===== config.mk =====
export PLATFORM = sky130hd
export DESIGN_NAME = uart_alu_interface
export DESIGN_NICKNAME = d
export VERILOG_FILES = /design/src/rtl/uart_alu_interface.sv
export SDC_FILE = /design/constraint.sdc
export NUM_CORES = 1
export LEC_CHECK = 0
export BUFFER_PORTS_ARGS = -buffer_cell sky130_fd_sc_hd__buf_2
export CAP_MARGIN = 30
export CORE_MARGIN = 3
export CORE_UTILIZATION = 50
export CTS_BUF_LIST = sky130_fd_sc_hd__clkbuf_8
export CTS_CLUSTER_SIZE = 16
export DETAILED_ROUTE_END_ITERATION = 16
export PLACE_DENSITY = 0.82
export SLEW_MARGIN = 20
export SYNTH_ARGS = -nofsm -noshare
export SYNTH_HDL_FRONTEND = slang
export SYNTH_SLANG_ARGS = --single-unit
export TNS_END_PERCENT = 1

===== constraint.sdc =====
create_clock -name i_clock -period 1.9 [get_ports i_clock]
set_input_delay 0.19 -clock i_clock [delete_from_list [all_inputs] [get_ports i_clock]]
set_output_delay 0.19 -clock i_clock [all_outputs]
set_load 0.01 [all_outputs]

===== src/rtl/uart_alu_interface.sv =====
`timescale 1ns/1ps
`default_nettype none
// ============================================================================
// Module  : uart_alu_interface
// Brief   : Collects an A/B/opcode byte frame from the UART receiver, drives
//           the ALU operands, and hands the ALU result to the UART transmitter.
// Revision: 1.0 - initial release
// ============================================================================
module uart_alu_interface #(
  parameter int N_BITS         = 8,
  parameter int N_OPCODE       = 6,
  parameter int TIMEOUT_CYCLES = 50000000
) (
  input  logic                i_clock,
  input  logic                i_reset,
  input  logic                i_rx_done_tick,
  input  logic [N_BITS-1:0]   i_rx_data,
  input  logic [N_BITS-1:0]   i_alu_result,
  input  logic                i_tx_done_tick,
  output logic [N_BITS-1:0]   o_alu_a,
  output logic [N_BITS-1:0]   o_alu_b,
  output logic [N_OPCODE-1:0] o_alu_op,
  output logic [N_BITS-1:0]   o_tx_data,
  output logic                o_tx_start,
  output logic                o_busy,
  output logic                o_timeout,
  output logic                o_overrun
);

  localparam int c_CNT_W = (TIMEOUT_CYCLES > 2) ? $clog2(TIMEOUT_CYCLES) : 1;
  localparam logic [c_CNT_W-1:0] c_CNT_LAST = c_CNT_W'(TIMEOUT_CYCLES - 1);
  localparam logic [c_CNT_W-1:0] c_CNT_ONE  = c_CNT_W'(1);

  typedef enum logic [2:0] {
    ST_WAIT_A  = 3'd0,
    ST_WAIT_B  = 3'd1,
    ST_WAIT_OP = 3'd2,
    ST_CALC    = 3'd3,
    ST_SEND    = 3'd4,
    ST_WAIT_TX = 3'd5
  } state_t;

  state_t               r_state;
  state_t               w_next_state;
  logic [c_CNT_W-1:0]   r_cnt;
  logic                 w_in_frame;
  logic                 w_expired;
  logic                 w_timeout_hit;
  logic                 w_next_busy;

  assign w_in_frame    = (r_state == ST_WAIT_B) || (r_state == ST_WAIT_OP);
  assign w_expired     = (r_cnt == c_CNT_LAST);
  // A byte arriving on the expiry cycle takes priority over the timeout.
  assign w_timeout_hit = w_in_frame && w_expired && !i_rx_done_tick;
  assign w_next_busy   = (w_next_state == ST_CALC) || (w_next_state == ST_SEND) ||
                         (w_next_state == ST_WAIT_TX);

  always_ff @(posedge i_clock or negedge i_reset) begin
    if (!i_reset) begin
      r_state <= ST_WAIT_A;
    end else begin
      r_state <= w_next_state;
    end
  end

  always_comb begin
    w_next_state = r_state;
    case (r_state)
      ST_WAIT_A:  if (i_rx_done_tick) w_next_state = ST_WAIT_B;
      ST_WAIT_B:  begin
        if (i_rx_done_tick)     w_next_state = ST_WAIT_OP;
        else if (w_timeout_hit) w_next_state = ST_WAIT_A;
      end
      ST_WAIT_OP: begin
        if (i_rx_done_tick)     w_next_state = ST_CALC;
        else if (w_timeout_hit) w_next_state = ST_WAIT_A;
      end
      ST_CALC:    w_next_state = ST_SEND;
      ST_SEND:    w_next_state = ST_WAIT_TX;
      ST_WAIT_TX: if (i_tx_done_tick) w_next_state = ST_WAIT_A;
      default:    w_next_state = ST_WAIT_A;
    endcase
  end

  // Counter only advances while staying in a frame-collecting state; any
  // accepted byte or state change clears it.
  always_ff @(posedge i_clock or negedge i_reset) begin
    if (!i_reset) begin
      r_cnt <= '0;
    end else if (w_in_frame && (w_next_state == r_state)) begin
      r_cnt <= r_cnt + c_CNT_ONE;
    end else begin
      r_cnt <= '0;
    end
  end

  always_ff @(posedge i_clock or negedge i_reset) begin
    if (!i_reset) begin
      o_alu_a    <= '0;
      o_alu_b    <= '0;
      o_alu_op   <= '0;
      o_tx_data  <= '0;
      o_tx_start <= 1'b0;
      o_busy     <= 1'b0;
      o_timeout  <= 1'b0;
      o_overrun  <= 1'b0;
    end else begin
      o_tx_start <= (w_next_state == ST_SEND);
      o_busy     <= w_next_busy;
      case (r_state)
        ST_WAIT_A: begin
          if (i_rx_done_tick) begin
            o_alu_a   <= i_rx_data;
            o_timeout <= 1'b0;
            o_overrun <= 1'b0;
          end
        end
        ST_WAIT_B: begin
          if (i_rx_done_tick)     o_alu_b   <= i_rx_data;
          else if (w_timeout_hit) o_timeout <= 1'b1;
        end
        ST_WAIT_OP: begin
          if (i_rx_done_tick)     o_alu_op  <= i_rx_data[N_OPCODE-1:0];
          else if (w_timeout_hit) o_timeout <= 1'b1;
        end
        ST_CALC: begin
          o_tx_data <= i_alu_result;
          if (i_rx_done_tick) o_overrun <= 1'b1;
        end
        default: begin
          if (i_rx_done_tick) o_overrun <= 1'b1;
        end
      endcase
    end
  end

endmodule
`default_nettype wire


# Word-level counts from Yosys, hierarchy flattened
# Cells that the tools add are included.
op_classes:
  n_addsub: 1
  eq_ne: 13
  muxes: 13
  bitwise: 1
  n_reduce_logical: 15
op_table:
  columns: ["cell", "n"]
  rows:
  - ["$add 26x1->26 const B", 1]
  - ["$eq 26x26->1 const B", 1]
  - ["$mux 26", 1]
  - ["$pmux 3 s6", 1]
  - ["$mux 3", 5]
  - ["$eq 3x3->1 const B", 4]
  - ["$eq 3x2->1 const B", 3]
  - ["$reduce_and 2->1", 4]
  - ["$mux 1", 4]
  - ["$ne 2x2->1 const B", 2]
  - ["$pmux 1 s2", 2]
  - ["$reduce_and 4->1", 1]
  - ["$eq 3x1->1 const B", 1]
  - ["$eq 3x3->1", 1]
  - ["$logic_and 1x1->1", 3]
  - ["$logic_not 3->1", 1]
  - ["$logic_or 1x1->1", 3]
  - ["$ne 2x1->1 const B", 1]
  - ["$reduce_bool 2->1", 1]
  - ["$reduce_or 2->1", 1]
  - ["$logic_not 1->1", 1]
  - ["$not 1->1", 1]
word_totals:
  reg_bits: 63
  input_bits: 20
  output_inout_bits: 34
  word_cells: 53

# Longest topological paths before layout
logic_depth:
  word_depth: 10
  depth_mapped: 7
  depth_no_buf: 5

# Least setup slack after synthesis
# OpenSTA, ideal clock, no wires.
synth_timing:
  kind: "register to register"
  start: "reg r_cnt[0]"
  end: "reg r_cnt[24]"
  setup_time_ns: 0.073
  arrival_time_ns: 1.711
  required_ns: 1.827
  slack_ns: 0.116
  stages_incl_launch_ff: 8
  n_path_buf: 2
  synth_period_minus_slack_ns: 1.784
  path_cell_list: "dfrtp_1 ha_1 and4_1 buf_6 nand4_4 buf_6 or4_4 a21oi_2"
synth_via:
  elab_chain_len: 9
  word_cells_on_any_way: 11
  classes_between: "add/sub (1); eq/ne (2); mux (5); reduce/logical (3)"
synth_rtl:
  columns: ["element", "line_no", "rtl"]
  rows:
  - ["from (decl)", "45", "logic [c_CNT_W-1:0] r_cnt;"]
  - ["from (signal assigned)", "91", "r_cnt <= r_cnt + c_CNT_ONE;"]
  - ["$eq 26x26->1", "52", "assign w_expired = (r_cnt == c_CNT_LAST);"]
  - ["$logic_and 1x1->1 (2 in series)", "54", "assign w_timeout_hit = w_in_frame && w_expired && !i_rx_done_tick;"]
  - ["$mux 3", "72, 76", null]
  - ["$mux 3 (on tied branches)", "75, 71", null]
  - ["$pmux 3 s6", "68", "case (r_state)"]
  - ["$eq 3x3->1", "90", "end else if (w_in_frame && (w_next_state == r_state)) begin"]
  - ["$logic_and 1x1->1", "90", null]
  - ["$mux 26 (*)", "90", null]
# Mark *: on every way between the ends. The rest lies on a longest branch, timed or not.
# A chain may end at the register's enable or synchronous reset.

# Worst setup path after layout
layout_timing:
  start: "reg r_cnt[1]"
  end: "reg r_cnt[22]"
# The elaborated chain is that of the path after synthesis.

==> results.rst <==
.. list-table::
   :header-rows: 1

   * - Metric
     - Value
   * - Number of cells traversed by the worst register-to-register path
     - 5
   * - Area of all placed cells without fillers
     - 0.00352 mm^2
   * - Post-CTS clock slew at the launch and capture registers of the worst setup and hold paths
     - 0.07 ns
   * - Die Y-Extent
     - 81.6 um
   * - Std-Cell Rows
     - 26
   * - Cell count after synthesis
     - 245
   * - Pin count of the biggest net entering global routing
     - 64
   * - Width of the chip
     - 81.6 um
   * - Tcrit/Tclk final
     - 0.958
   * - # H-tree levels
     - 3
   * - Overall routed net length
     - 6020 um
   * - Result of the run
     - finished clean
   * - Average vias per placed instance
     - 5.57
   * - Number of nets produced by synthesis
     - 266
   * - Pre-CTS setup slack
     - 0.0834 ns
   * - Critical path endpoint
     - r_cnt[22]
   * - PD cells
     - 1310 mW/mm^2
   * - Endpoints failing setup
     - 0
   * - Count of nets after finishing
     - 341
   * - Count of flip-flops with a built-in enable after synthesis
     - 0
   * - Post-synth cell types
     - 44
   * - Maximum root-to-sink buffer count
     - 2
   * - Worst clock skew on the final layout
     - 0.00417 ns
   * - Primary flip-flop cell chosen by synthesis mapping
     - sky130_fd_sc_hd__dfrtp_1
   * - CP Max Fanout
     - 10
   * - Netlist Area Pre-Place
     - 0.00285 mm^2
   * - Starting Density
     - 0.538
   * - Register-to-register setup slack
     - 0.08 ns
   * - Achievable frequency
     - 549 MHz
   * - Final Slew Violations
     - 0
   * - First-pass GRT wire length
     - 10100 um
   * - Layout cells sized above 1
     - 0.391
   * - Iteration-0 DRC count of the detailed router
     - 143
   * - Total of max-cap violations
     - 0
   * - Hold Vio Cnt, Final
     - 0
   * - Cell-by-cell trace of the critical path
     - ha_2 > and4_1 > nand4_4 > or4_1 > a21oi_1
   * - Startpoint Class
     - register
   * - Leak Pwr
     - 1.59 nW
   * - Root Buffer Master
     - sky130_fd_sc_hd__clkbuf_8
   * - Ys async rst share
     - 1.00
   * - Warnings, synthesis
     - 0
   * - Total power consumption of the routed design
     - 4.61 mW
   * - Syn Area/Cell
     - 11.6 um^2
   * - Via count of the routed design
     - 2200
   * - Half-perimeter wire length after detailed placement
     - 4230 um
   * - Number of synthesized register bits
     - 63
   * - Worst EP arrival
     - 2.08 ns
   * - Area growth syn-to-layout
     - 23.5%
   * - Peak supply drop
     - 0.000964 V
   * - Reg-to-reg endpoint
     - r_cnt[22]
   * - Core area
     - 0.00530 mm^2
   * - Placed instance count
     - 373
   * - Hold path depth
     - 2
   * - Worst hold-check path type
     - primary input to register
   * - Slew margin rel.
     - 0.711
   * - Insertion delay to the later sink of the worst-skew pair
     - 0.34 ns
   * - Post-place instance area
     - 0.00327 mm^2
   * - First-pass iteration count of the detailed router
     - 4
   * - Minimum clock period
     - 1.82 ns
   * - Weighted congestion reported at the end of routability-driven placement
     - 0.876
   * - Number of global-route vias before repair
     - 2192
   * - DRT antenna net count
     - 0
   * - Final setup margin
     - 0.0798 ns
   * - Worst setup path startpoint
     - r_cnt[1]
   * - # port buffers
     - 53
   * - Number of antenna violations at the first check in global routing
     - 0
   * - Count of placed standard cells in the final layout, fillers left out
     - 395
   * - Total GRT Usage
     - 0.202
   * - Die Footprint
     - 0.00665 mm^2
   * - CTS Sinks
     - 63
   * - Slew @ Worst Pin
     - 0.430 ns
   * - Inserted Clock Buffers
     - 9
   * - Fraction of the yosys area taken by sequential cells
     - 0.552
   * - Avg WL per Cell
     - 15.2 um
   * - Kind of critical path
     - register to register
   * - Source of the worst register-to-register timing path
     - r_cnt[1]
   * - Clock tree from TritonCTS
     - done
   * - DRC violations left
     - 0
   * - Grt total ovfl
     - 0
   * - Highest-delay cell along the critical path
     - sky130_fd_sc_hd__or4_1
   * - Diodes inserted
     - 0
   * - CP required
     - 2.16 ns
   * - Slowest stage delay, CP
     - 0.52 ns
   * - Critical path endpoint category
     - register
   * - Number of placed I/O pins
     - 54
[worst min path at each step]
| stage | startpoint | to | slack [ns] |
|---|---|---|---|
| floorplan | i_reset | o_alu_a[0] | -0.11 |
| global placement | i_reset | o_alu_b[5] | 0.22 |
| detailed placement | i_reset | o_alu_a[5] | 0.23 |
| CTS | i_alu_result[4] | o_tx_data[4] | 0.06 |
| global route | i_alu_result[6] | o_tx_data[6] | 0.06 |
| finish | i_alu_result[4] | o_tx_data[4] | 0.07 |
[worst max-delay path, delay by kind of cell (launching register included)]
kind | cells | cell delay (ns)
fa+ha+maj | 1 | 0.22
flops | 1 | 0.40
compound gates | 1 | 0.17
simple gates | 3 | 0.96
[routing by layer]
| layer | routed length, um | part of all wire | vias to the layer above | GRT usage |
|---|---|---|---|---|
| li1 | - | - | 1047 | - |
| met1 | 2440 | 0.41 | 1087 | 0.233 |
| met2 | 3190 | 0.53 | 56 | 0.353 |
| met3 | 262 | 0.044 | 10 | 0.0614 |
| met4 | 114 | 0.019 | 0 | 0.0743 |
| met5 | 0 | 0 | - | 0 |
[area by class of cell]
type	count	area [um^2]
fill	413	1780
sequential	63	1580
multi-input combinational	167	1200
timing repair buffer	75	445
clock buffer	10	138
tap	70	87.6
clock inverter	6	61.3
inverter	4	15.0
[cells in the mapped netlist, types with 3 or more instances]
cell type / n / area share
sky130_fd_sc_hd__buf_2: 4 / 0.0070
sky130_fd_sc_hd__and2_1: 3 / 0.0066
sky130_fd_sc_hd__nand3_1: 11 / 0.019
sky130_fd_sc_hd__inv_1: 4 / 0.0053
sky130_fd_sc_hd__dfrtp_1: 63 / 0.55
sky130_fd_sc_hd__mux2_2: 28 / 0.11
sky130_fd_sc_hd__nor2_1: 19 / 0.025
sky130_fd_sc_hd__clkbuf_1: 4 / 0.0053
sky130_fd_sc_hd__nand2b_1: 5 / 0.011
sky130_fd_sc_hd__or4_1: 4 / 0.011
sky130_fd_sc_hd__or3_1: 6 / 0.013
sky130_fd_sc_hd__xnor2_1: 3 / 0.0092
sky130_fd_sc_hd__o21ai_0: 7 / 0.012
sky130_fd_sc_hd__a21oi_1: 14 / 0.025
sky130_fd_sc_hd__o31ai_1: 6 / 0.016
sky130_fd_sc_hd__nand4_1: 10 / 0.022
sky130_fd_sc_hd__nand2_1: 9 / 0.012
sky130_fd_sc_hd__xor2_1: 9 / 0.028
sky130_fd_sc_hd__and4_1: 4 / 0.012
[state kept, by name, indices dropped and copies added, names as in the netlist]
| name | count |
|---|---|
| r_cnt | 26 |
| o_timeout | 1 |
| o_alu_b | 8 |
| o_tx_start | 1 |
| o_alu_a | 8 |
| r_state | 3 |
| o_tx_data | 8 |
| o_overrun | 1 |
| o_busy | 1 |
| o_alu_op | 6 |
[report_power, final]
group	switching [mW]	internal, mW	total [mW]
logic	0.711	0.764	1.47
registers	0.251	1.74	1.99
clock network	0.512	0.636	1.15
[repair_timing]
action                     CTS  global route
hold endpoints to repair    63             0
setup endpoints to repair    0             3
resized for setup            0             1
setup buffers                0             5
hold buffers                 1             0
[logic make-up (layout without fill, tap and decap cells)]
| kind of cell | after synthesis | after routing | synth area share |
|---|---|---|---|
| compound gates | 33 | 33 | 0.0688 |
| buf+inv | 15 | 95 | 0.0281 |
| flops | 63 | 63 | 0.552 |
| fa+ha+maj | 1 | 1 | 0.00438 |
| mux | 30 | 30 | 0.118 |
| simple gates | 91 | 91 | 0.191 |
| xor+xnor | 12 | 12 | 0.0368 |
[per-stage QoR]
step | hold slack, ns | setup TNS, ns | utilization
after floorplan | -0.106 | 0 | -
after global placement | 0.222 | 0 | 0.618
after detailed placement | 0.228 | 0 | 0.618
after CTS | 0.0645 | 0 | 0.657
after global routing | 0.0609 | -0.0564 | 0.664
final | 0.0749 | 0 | 0.664
[cells in the final DEF, fill, tap and decap left out, drive strengths merged, types with 8 or more instances in the layout]
| cell type | instances |
|---|---|
| nor2 | 19 |
| nand3 | 11 |
| mux2 | 30 |
| nand2 | 9 |
| o21ai | 8 |
| nand4 | 11 |
| clkbuf | 10 |
| a21oi | 15 |
| xor2 | 9 |
| buf | 74 |
| dfrtp | 63 |
(Power assumes the default switching activity.)
